**config.mk**
```make
export PLATFORM = sky130hd
export DESIGN_NAME = smvm_stream_tx
export DESIGN_NICKNAME = d
export VERILOG_FILES = /design/src/rtl/smvm_pkg.sv /design/src/rtl/smvm_nz_packer.sv /design/src/rtl/smvm_stream_tx.sv
export SDC_FILE = /design/constraint.sdc
export NUM_CORES = 1
export LEC_CHECK = 0
export CAP_MARGIN = 20
export CORE_ASPECT_RATIO = 0.8
export CORE_MARGIN = 3
export CORE_UTILIZATION = 51
export CTS_CLUSTER_SIZE = 28
export DETAILED_ROUTE_END_ITERATION = 8
export PLACE_DENSITY = 0.77
export SYNTH_ARGS = -nofsm -noshare
export SYNTH_HDL_FRONTEND = slang
export SYNTH_SLANG_ARGS = --single-unit
```
**constraint.sdc**
```tcl
create_clock -name clk -period 2.4 [get_ports clk]
set_clock_uncertainty 0.05 [all_clocks]
set_input_delay 0.6 -clock clk [delete_from_list [all_inputs] [get_ports clk]]
set_output_delay 0.6 -clock clk [all_outputs]
set_load 0.02 [all_outputs]
```
**src/rtl/smvm_pkg.sv**
```systemverilog
// rtl/smvm_pkg.sv - shared state encoding and stream widths for the sparse matrix stream transmitter
package smvm_pkg;
  localparam int unsigned VAL_W        = 8;
  localparam int unsigned COL_W        = 8;
  localparam int unsigned DEF_MAX_COLS = 128;

  typedef enum logic [2:0] {
    ST_IDLE,
    ST_HDR,
    ST_VEC,
    ST_MAT,
    ST_FLUSH,
    ST_TERM
  } smvm_state_e;
endpackage

```
**src/rtl/smvm_nz_packer.sv**
```systemverilog
// rtl/smvm_nz_packer.sv - one-entry pending register, row-end (ipv) decision and empty-row detection
module smvm_nz_packer
  import smvm_pkg::*;
(
  input  logic             clk,
  input  logic             rst_n,
  input  logic             clear,
  input  logic             beat,
  input  logic [VAL_W-1:0] beat_val,
  input  logic [COL_W-1:0] beat_col,
  input  logic [7:0]       beat_row,
  input  logic             row_end,
  input  logic             flush,
  output logic             emit,
  output logic [VAL_W-1:0] emit_val,
  output logic [COL_W-1:0] emit_col,
  output logic             emit_ipv,
  output logic             err_empty_row
);
  logic             pend_valid;
  logic [VAL_W-1:0] pend_val;
  logic [COL_W-1:0] pend_col;
  logic [7:0]       pend_row;
  logic             row_nz;
  logic             nz;

  assign nz       = beat_val != '0;
  assign emit     = pend_valid && ((beat && nz) || flush);
  assign emit_val = pend_val;
  assign emit_col = pend_col;
  // A pending entry is the last of its row exactly when the next nonzero lands on a later row.
  assign emit_ipv = flush || (pend_row < beat_row);

  always_ff @(posedge clk or negedge rst_n) begin
    if (!rst_n) begin
      pend_valid    <= 1'b0;
      pend_val      <= '0;
      pend_col      <= '0;
      pend_row      <= '0;
      row_nz        <= 1'b0;
      err_empty_row <= 1'b0;
    end else if (clear) begin
      pend_valid    <= 1'b0;
      row_nz        <= 1'b0;
      err_empty_row <= 1'b0;
    end else begin
      if (beat) begin
        if (nz) begin
          pend_valid <= 1'b1;
          pend_val   <= beat_val;
          pend_col   <= beat_col;
          pend_row   <= beat_row;
        end
        row_nz <= row_end ? 1'b0 : (row_nz || nz);
        if (row_end && !(row_nz || nz))
          err_empty_row <= 1'b1;
      end
      if (flush)
        pend_valid <= 1'b0;
    end
  end
endmodule

```
**src/rtl/smvm_stream_tx.sv**
```systemverilog
// rtl/smvm_stream_tx.sv - job FSM and counters turning a dense vector+matrix load into a sparse entry stream
module smvm_stream_tx
  import smvm_pkg::*;
#(
  parameter int unsigned MAX_COLS = DEF_MAX_COLS
) (
  input  logic             clk,
  input  logic             rst_n,
  input  logic             start,
  input  logic [7:0]       cfg_rows,
  input  logic [7:0]       cfg_cols,
  input  logic             ld_valid,
  input  logic [VAL_W-1:0] ld_data,
  output logic             ld_ready,
  output logic [VAL_W-1:0] val_out,
  output logic [COL_W-1:0] col_out,
  output logic             ipv_out,
  output logic             busy,
  output logic             done,
  output logic             err_empty_row
);
  smvm_state_e      state, state_nxt;
  logic [7:0]       rows_q, cols_q, row_cnt, col_cnt;
  logic [VAL_W-1:0] val_nxt;
  logic [COL_W-1:0] col_nxt;
  logic             ipv_nxt, done_nxt;
  logic             start_ok, job_start, accept, col_last, row_last, mat_beat, flush;
  logic             pk_emit, pk_ipv;
  logic [VAL_W-1:0] pk_val;
  logic [COL_W-1:0] pk_col;

  assign start_ok  = start && (cfg_rows != 8'd0) && (cfg_cols != 8'd0) && (32'(cfg_cols) <= MAX_COLS);
  assign job_start = (state == ST_IDLE) && start_ok;
  assign ld_ready  = (state == ST_VEC) || (state == ST_MAT);
  assign accept    = ld_valid && ld_ready;
  assign col_last  = col_cnt == cols_q - 8'd1;
  assign row_last  = row_cnt == rows_q - 8'd1;
  assign mat_beat  = accept && (state == ST_MAT);
  assign flush     = state == ST_FLUSH;
  assign busy      = state != ST_IDLE;

  smvm_nz_packer u_packer (
    .clk          (clk),
    .rst_n        (rst_n),
    .clear        (job_start),
    .beat         (mat_beat),
    .beat_val     (ld_data),
    .beat_col     (col_cnt),
    .beat_row     (row_cnt),
    .row_end      (col_last),
    .flush        (flush),
    .emit         (pk_emit),
    .emit_val     (pk_val),
    .emit_col     (pk_col),
    .emit_ipv     (pk_ipv),
    .err_empty_row(err_empty_row)
  );

  always_ff @(posedge clk or negedge rst_n) begin
    if (!rst_n) state <= ST_IDLE;
    else        state <= state_nxt;
  end

  always_comb begin
    state_nxt = state;
    val_nxt   = '0;
    col_nxt   = '0;
    ipv_nxt   = 1'b0;
    done_nxt  = 1'b0;
    case (state)
      ST_IDLE: begin
        if (start_ok) begin
          state_nxt = ST_HDR;
          val_nxt   = cfg_rows;
          col_nxt   = cfg_cols;
        end
      end
      ST_HDR: state_nxt = ST_VEC;
      ST_VEC: begin
        col_nxt = col_cnt;
        if (accept) begin
          val_nxt = ld_data;
          if (col_last) state_nxt = ST_MAT;
        end
      end
      ST_MAT: begin
        if (pk_emit) begin
          val_nxt = pk_val;
          col_nxt = pk_col;
          ipv_nxt = pk_ipv;
        end
        if (accept && col_last && row_last) state_nxt = ST_FLUSH;
      end
      ST_FLUSH: begin
        if (pk_emit) begin
          val_nxt = pk_val;
          col_nxt = pk_col;
          ipv_nxt = pk_ipv;
        end
        state_nxt = ST_TERM;
      end
      ST_TERM: begin
        done_nxt  = 1'b1;
        state_nxt = ST_IDLE;
      end
      default: state_nxt = ST_IDLE;
    endcase
  end

  // Counters wrap at the configured limits only; the column counter doubles as the vector index.
  always_ff @(posedge clk or negedge rst_n) begin
    if (!rst_n) begin
      rows_q  <= '0;
      cols_q  <= '0;
      row_cnt <= '0;
      col_cnt <= '0;
      val_out <= '0;
      col_out <= '0;
      ipv_out <= 1'b0;
      done    <= 1'b0;
    end else begin
      if (job_start) begin
        rows_q  <= cfg_rows;
        cols_q  <= cfg_cols;
        row_cnt <= '0;
        col_cnt <= '0;
      end else if (accept) begin
        if (col_last) begin
          col_cnt <= '0;
          if (state == ST_MAT) row_cnt <= row_last ? 8'd0 : row_cnt + 8'd1;
        end else begin
          col_cnt <= col_cnt + 8'd1;
        end
      end
      val_out <= val_nxt;
      col_out <= col_nxt;
      ipv_out <= ipv_nxt;
      done    <= done_nxt;
    end
  end
endmodule

```
* After elaboration in Yosys (flattened, before gate mapping)
Cells that the tools add are included.
** Cells by class
- Add/subtract/negate cells :: 4
- $mul :: 0
- Divide/modulo/power cells :: 0
- Magnitude comparators :: 2
- Equality and inequality tests :: 11
- Shifts and indexed selects :: 0
- Muxes and demuxes :: 33
- Bitwise gates (word level) :: 1
- Reductions and logical operators :: 34
** Operators by type and width (number)
- 2-to-1 mux 8 bit :: 13
- one-hot mux 8 bit (3 select lines) :: 2
- nonzero test 8 bit :: 3
- adder 8 x 1 -> 8 bit, second input constant :: 2
- equality test 8 bit :: 2
- subtractor 8 x 1 -> 8 bit, second input constant :: 2
- one-hot mux 3 bit (5 select lines) :: 1
- 2-to-1 mux 1 bit :: 13
- 2-to-1 mux 3 bit :: 4
- logical AND 1 bit :: 11
- nonzero test 2 bit :: 5
- nonzero test 3 bit :: 3
- less-or-equal comparator 8 bit, second input constant :: 1
- less-than comparator 8 bit :: 1
- equality test 3 x 2 -> 1 bit, second input constant :: 2
- equality test 3 bit, second input constant :: 2
- != test 2 bit, second input constant :: 3
- AND reduction 3 bit :: 2
- logical OR 1 bit :: 4
- AND reduction 2 bit :: 2
- AND reduction 4 bit :: 1
- equality test 3 x 1 -> 1 bit, second input constant :: 1
- logical NOT 3 bit :: 1
- != test 2 x 1 -> 1 bit, second input constant :: 1
- other kinds (3) :: 3
** Word-level totals
- Flip-flop bits (word level) :: 80
- Bits in latches :: 0
- Memory bits (writable) :: 0
- Memory bits (read-only) :: 0
- Input bits :: 28
- Output and inout port bits :: 21
- Logic and storage cells :: 100
- Memories kept :: 0

* Depth between registers and ports, before layout
- Depth after elaboration :: 9
- Mapped depth :: 9
- Mapped depth without buffers :: 8

* Cells and area by module
From an unflattened synthesis, not the netlist that was laid out.
** Unflattened totals
- Cell total of the unflattened synthesis :: 412
- Area, all modules :: 4185.3 um^2
** Modules (own cells, without submodules)
- smvm_stream_tx :: instances 1, cells each 320, area each 2855.2 um^2
- smvm_nz_packer :: instances 1, cells each 92, area each 1330.0 um^2

* Least setup slack after synthesis
No wires, ideal clock.
- Path type :: register to register
- From :: register cols_q[0]
- To :: register row_cnt[6]
- Setup time :: 0.078 ns
- Arrival :: 2.464 ns
- Data required time :: 2.272 ns
- Setup slack :: -0.192 ns
- Stages on the path, launching flop included :: 9
- Clock period less this slack :: 2.592 ns
- Cells stage by stage :: dfrtp_1 inv_1 ha_1 or2b_2 or4_1 a21oi_1 o311ai_4 or4b_1 a21oi_1
** On the way
- Cells in the longest elaborated chain, start to end :: 4
** RTL lines
- start: declaration :: RTL line smvm_stream_tx.sv:23 : logic [7:0] rows_q, cols_q, row_cnt, col_cnt;
- start signal: assignment :: RTL line smvm_stream_tx.sv:124 : cols_q <= cfg_cols;
- subtractor 8 x 1 -> 8 bit :: RTL line smvm_stream_tx.sv:36 : assign col_last = col_cnt == cols_q - 8'd1;
- equality test 8 bit :: RTL line smvm_stream_tx.sv:36
- nonzero test 2 bit (no line)
- AND reduction 3 bit (no line)
- end signal: assignment :: RTL line smvm_stream_tx.sv:130 : if (state == ST_MAT) row_cnt <= row_last ? 8'd0 : row_cnt + 8'd1;
- end: declaration :: RTL line smvm_stream_tx.sv:23
No other way between the ends.
A chain may end at the register's enable or synchronous reset.

* Final worst setup path
- From :: register cols_q[1]
- To :: register row_cnt[6]
The elaborated chain is that of the path after synthesis.

==> parameters.txt <==
Parameter                              Value

Routing
  Via density per instance    5.84
  Drt total wl    11,400 microns
  Number of iterations in the first detailed-routing pass    6
  Detail Route Antenna Nets    0
  DRC Markers    0
  DR vias    3,756
  Number of DRC violations after detailed-routing iteration 0    258
  Post-DR wirelength/cell    17.7 microns

STA
  Setup Total Neg Slack    -4.58 ns
  Unrepaired setup endpoints after global routing    true
  Minimum clock period    2.73 ns
  Remaining max-slew budget at the tightest pin    0.534
  Max-slew violation total from the final report    0
  Hold slack final    0.0848 ns
  Ratio of final minimum period to clock period    1.14
  Pin slew with the least headroom to its limit    0.697 ns
  Final count of negative-setup-slack endpoints    20
  Count of endpoints failing hold in the final timing report    0
  Highest clock rate    367 MHz
  Setup ws final    -0.326 ns

Logic synthesis
  Synthesized net count    459
  Number of flops mapped to enable cells by yosys    0
  Number of unique standard cell types used by synthesis    53
  Flop and latch count out of synthesis    80
  Fraction of synthesis flops using an asynchronous set or reset pin    1.00
  Cell count after synthesis    420
  Commonest register cell after synthesis    dfrtp_1
  Cell with the most instances after synthesis    nand2_1
  Yosys top cell area share    0.480
  Part of the Yosys area used for sequential elements    0.480
  Biggest area contributors in the synthesized netlist    dfrtp_1 48%, nand2_1 7.3%, mux2_2 6.5%, ha_1 3.3%, a22oi_1 2.9%
  Leading post-synthesis cells by instance count    81 x nand2_1, 80 x dfrtp_1, 24 x mux2_2
  Number of synthesis warnings    0
  Average instance area after synthesis    9.93 sq um
  Library cell with the largest summed area after synthesis    dfrtp_1
  Netlist Area Pre-Place    0.00417 sq mm

Global route
  Global routing usage summed across all routing layers    0.251
  Number of antenna violations at the first check in global routing    0
  Pin count of the biggest net entering global routing    57
  First-pass GRT wire length    18,200 microns
  Remaining Overflow, GRT    0
  Number of global-route vias before repair    3,684

Power
  Power spent charging and discharging nets    1.93 mW
  Worst VDD drop    595 uV
  Clk pwr share    0.182
  Fraction of power consumed by combinational cells    0.436
  Proportion of power drawn by flip-flops and latches    0.381
  Total power after layout    5.25 mW
  Leakage power    2.51 nW
  Total power per unit cell area    924 mW/mm^2
  Switching Share    0.367
  Power Internal    3.32 mW

Floorplanning
  Top-level I/O count    49
  Core box area    0.00767 sq mm
  Floorplan row count    28
  Initial Util    0.543
  Height of the die    86.9 microns
  DIE AREA    0.00930 sq mm
  Die span in x    107 microns

Placement
  IO Port Bufs    48
  Routability congestion estimate from global placement    0.862
  Worst setup timing slack at the placement stage    -0.452 ns
  Estimated wirelength of the detail-placed design    7880 microns

Worst setup path
  Slowest CP cell    or4b_4
  Longest individual stage delay on the worst path    0.48 ns
  CP endpoint kind    register
  Chain of cells forming the critical path    buf_4 > or3_4 > or3_4 > a211oi_4 > o311ai_4 > buf_4 > or4b_4 > a21oi_2
  Required time at the worst-slack endpoint    2.64 ns
  Largest driver fanout on the critical path    4
  Sort of element at the start of the critical path    register
  Cells on worst reg2reg path    8
  Start-to-end type of the worst setup path    register to register
  Crit path arrival time    2.96 ns

Clocking
  Buffer depth of the longest clock path    2
  Number of buffers created by CTS    9
  Latest clock arrival within the worst-skew pair    0.36 ns
  CTS Hold Buffers Added    0
  Total clock sinks    80
  TritonCTS clock tree    built
  Clock edge transition at the registers on the reported setup and hold paths    0.09 ns
  Root buf cell    clkbuf_8
  CTS H-tree depth    3

Run
  Count of max-cap constraint violations    0

Layout
  Final core occ    0.740
  Share of cells above drive strength 1    0.303
  N_diodes    0
  Relative area change from synthesis to final layout    36.1%
  Layout Nets    572

Outcome
  Violations in the final reports    setup timing
  Result of the run    complete, but fails checks

Worst hold path
  Min-delay worst type    input port to asynchronous set/reset pin
-- through the flow --
step / cell area (sq um) / std cells
after floorplan: 4210 / 420
after global placement: 5200 / 613
after detailed placement: 5200 / 613
after CTS: 5530 / 637
after global routing: 5680 / 643
final: 5680 / 643
-- critical path, delay by kind of cell, from the launching register on --
kind            cells  cell delay, ns
flops               1            0.40
simple gates        3            1.27
compound gates      3            0.60
buf+inv             2            0.34
-- logic make-up (layout without fill, tap and decap cells) --
family                     Yosys count  after routing  synth area share
muxes                               24             24            0.0648
xor gates and xnor gates            18             18            0.0378
AOI/OAI and AO/OA                   82             82             0.136
and+or+nand+nor                    168            169             0.204
DFF                                 80             80             0.480
adders and majority gates           13             13            0.0378
buffers and inverters               35            152            0.0390
-- layout by cell type (no fill, tap or decap), types with 6 or more instances in the layout --
cell / instances
nor2_1: 11
nand2_1: 78
dfrtp_1: 80
a22oi_1: 16
xnor2_1: 10
ha_1: 10
mux2_2: 24
xor2_1: 8
inv_1: 13
buf_6: 6
a31oi_1: 11
clkbuf_8: 12
nor3_1: 8
nand4_1: 7
buf_4: 65
nand3_1: 11
clkdlybuf4s50_1: 42
a21oi_1: 9
o21ai_0: 11
-- sequential cells by signal, indices dropped and copies added, names as in the netlist --
register and cells:
u_packer.pend_valid 1, done 1, u_packer.emit_col 8, u_packer.pend_row 8, state 3, rows_q 8
col_cnt 8, val_out 8, row_cnt 8, u_packer.row_nz 1, col_out 8, u_packer.err_empty_row 1
ipv_out 1, cols_q 8, u_packer.emit_val 8
-- power groups by stage --
stage / Clock [mW] / Sequential, mW / Combinational, mW
after detailed placement: 0 / 2.01 / 2.12
after CTS: 0.968 / 1.99 / 2.21
after floorplan: 0 / 2.11 / 1.15
after global placement: 0 / 1.99 / 2.05
final: 0.956 / 2.00 / 2.29
after global routing: 1.03 / 2.05 / 2.46
-- repair_timing --
action                                 4_1_cts  5_1_grt
gates cloned                                 0        1
setup buffers                                8        6
setup endpoints to repair                   36       46
gates resized for setup                     20       27
pin swaps                                   11       11
endpoints found under the hold margin        0        0
-- worst paths after layout --
check                                          start              endpoint  slack, ns
worst max-delay path                       cols_q[1]            row_cnt[6]      -0.33
worst min-delay path                           rst_n  u_packer.emit_val[3]       0.08
max in group asynchronous                      rst_n             cols_q[7]       1.61
worst min register to register  u_packer.emit_val[3]  u_packer.emit_val[3]       0.47
min in group clk                u_packer.emit_val[3]  u_packer.emit_val[3]       0.47
worst max register to register             cols_q[1]            row_cnt[6]      -0.33
-- layout make-up --
cell class / count / area (sq um)
multi-input cells: 306 / 2200
flip-flops and latches: 80 / 2000
fillers: 512 / 2000
repair buffers: 121 / 1090
clock buffers: 12 / 165
well taps: 105 / 131
inverters: 15 / 56.3
clock inverters: 4 / 27.5
-- routing by layer --
metal	track usage	share of wire	vias to the layer above
li1	-	-	1724
met1	0.342	0.44	1835
met3	0.0608	0.056	39
met2	0.404	0.48	158
met5	0	0	-
met4	0.0697	0.024	0
Power figures use the tool's default switching activity.
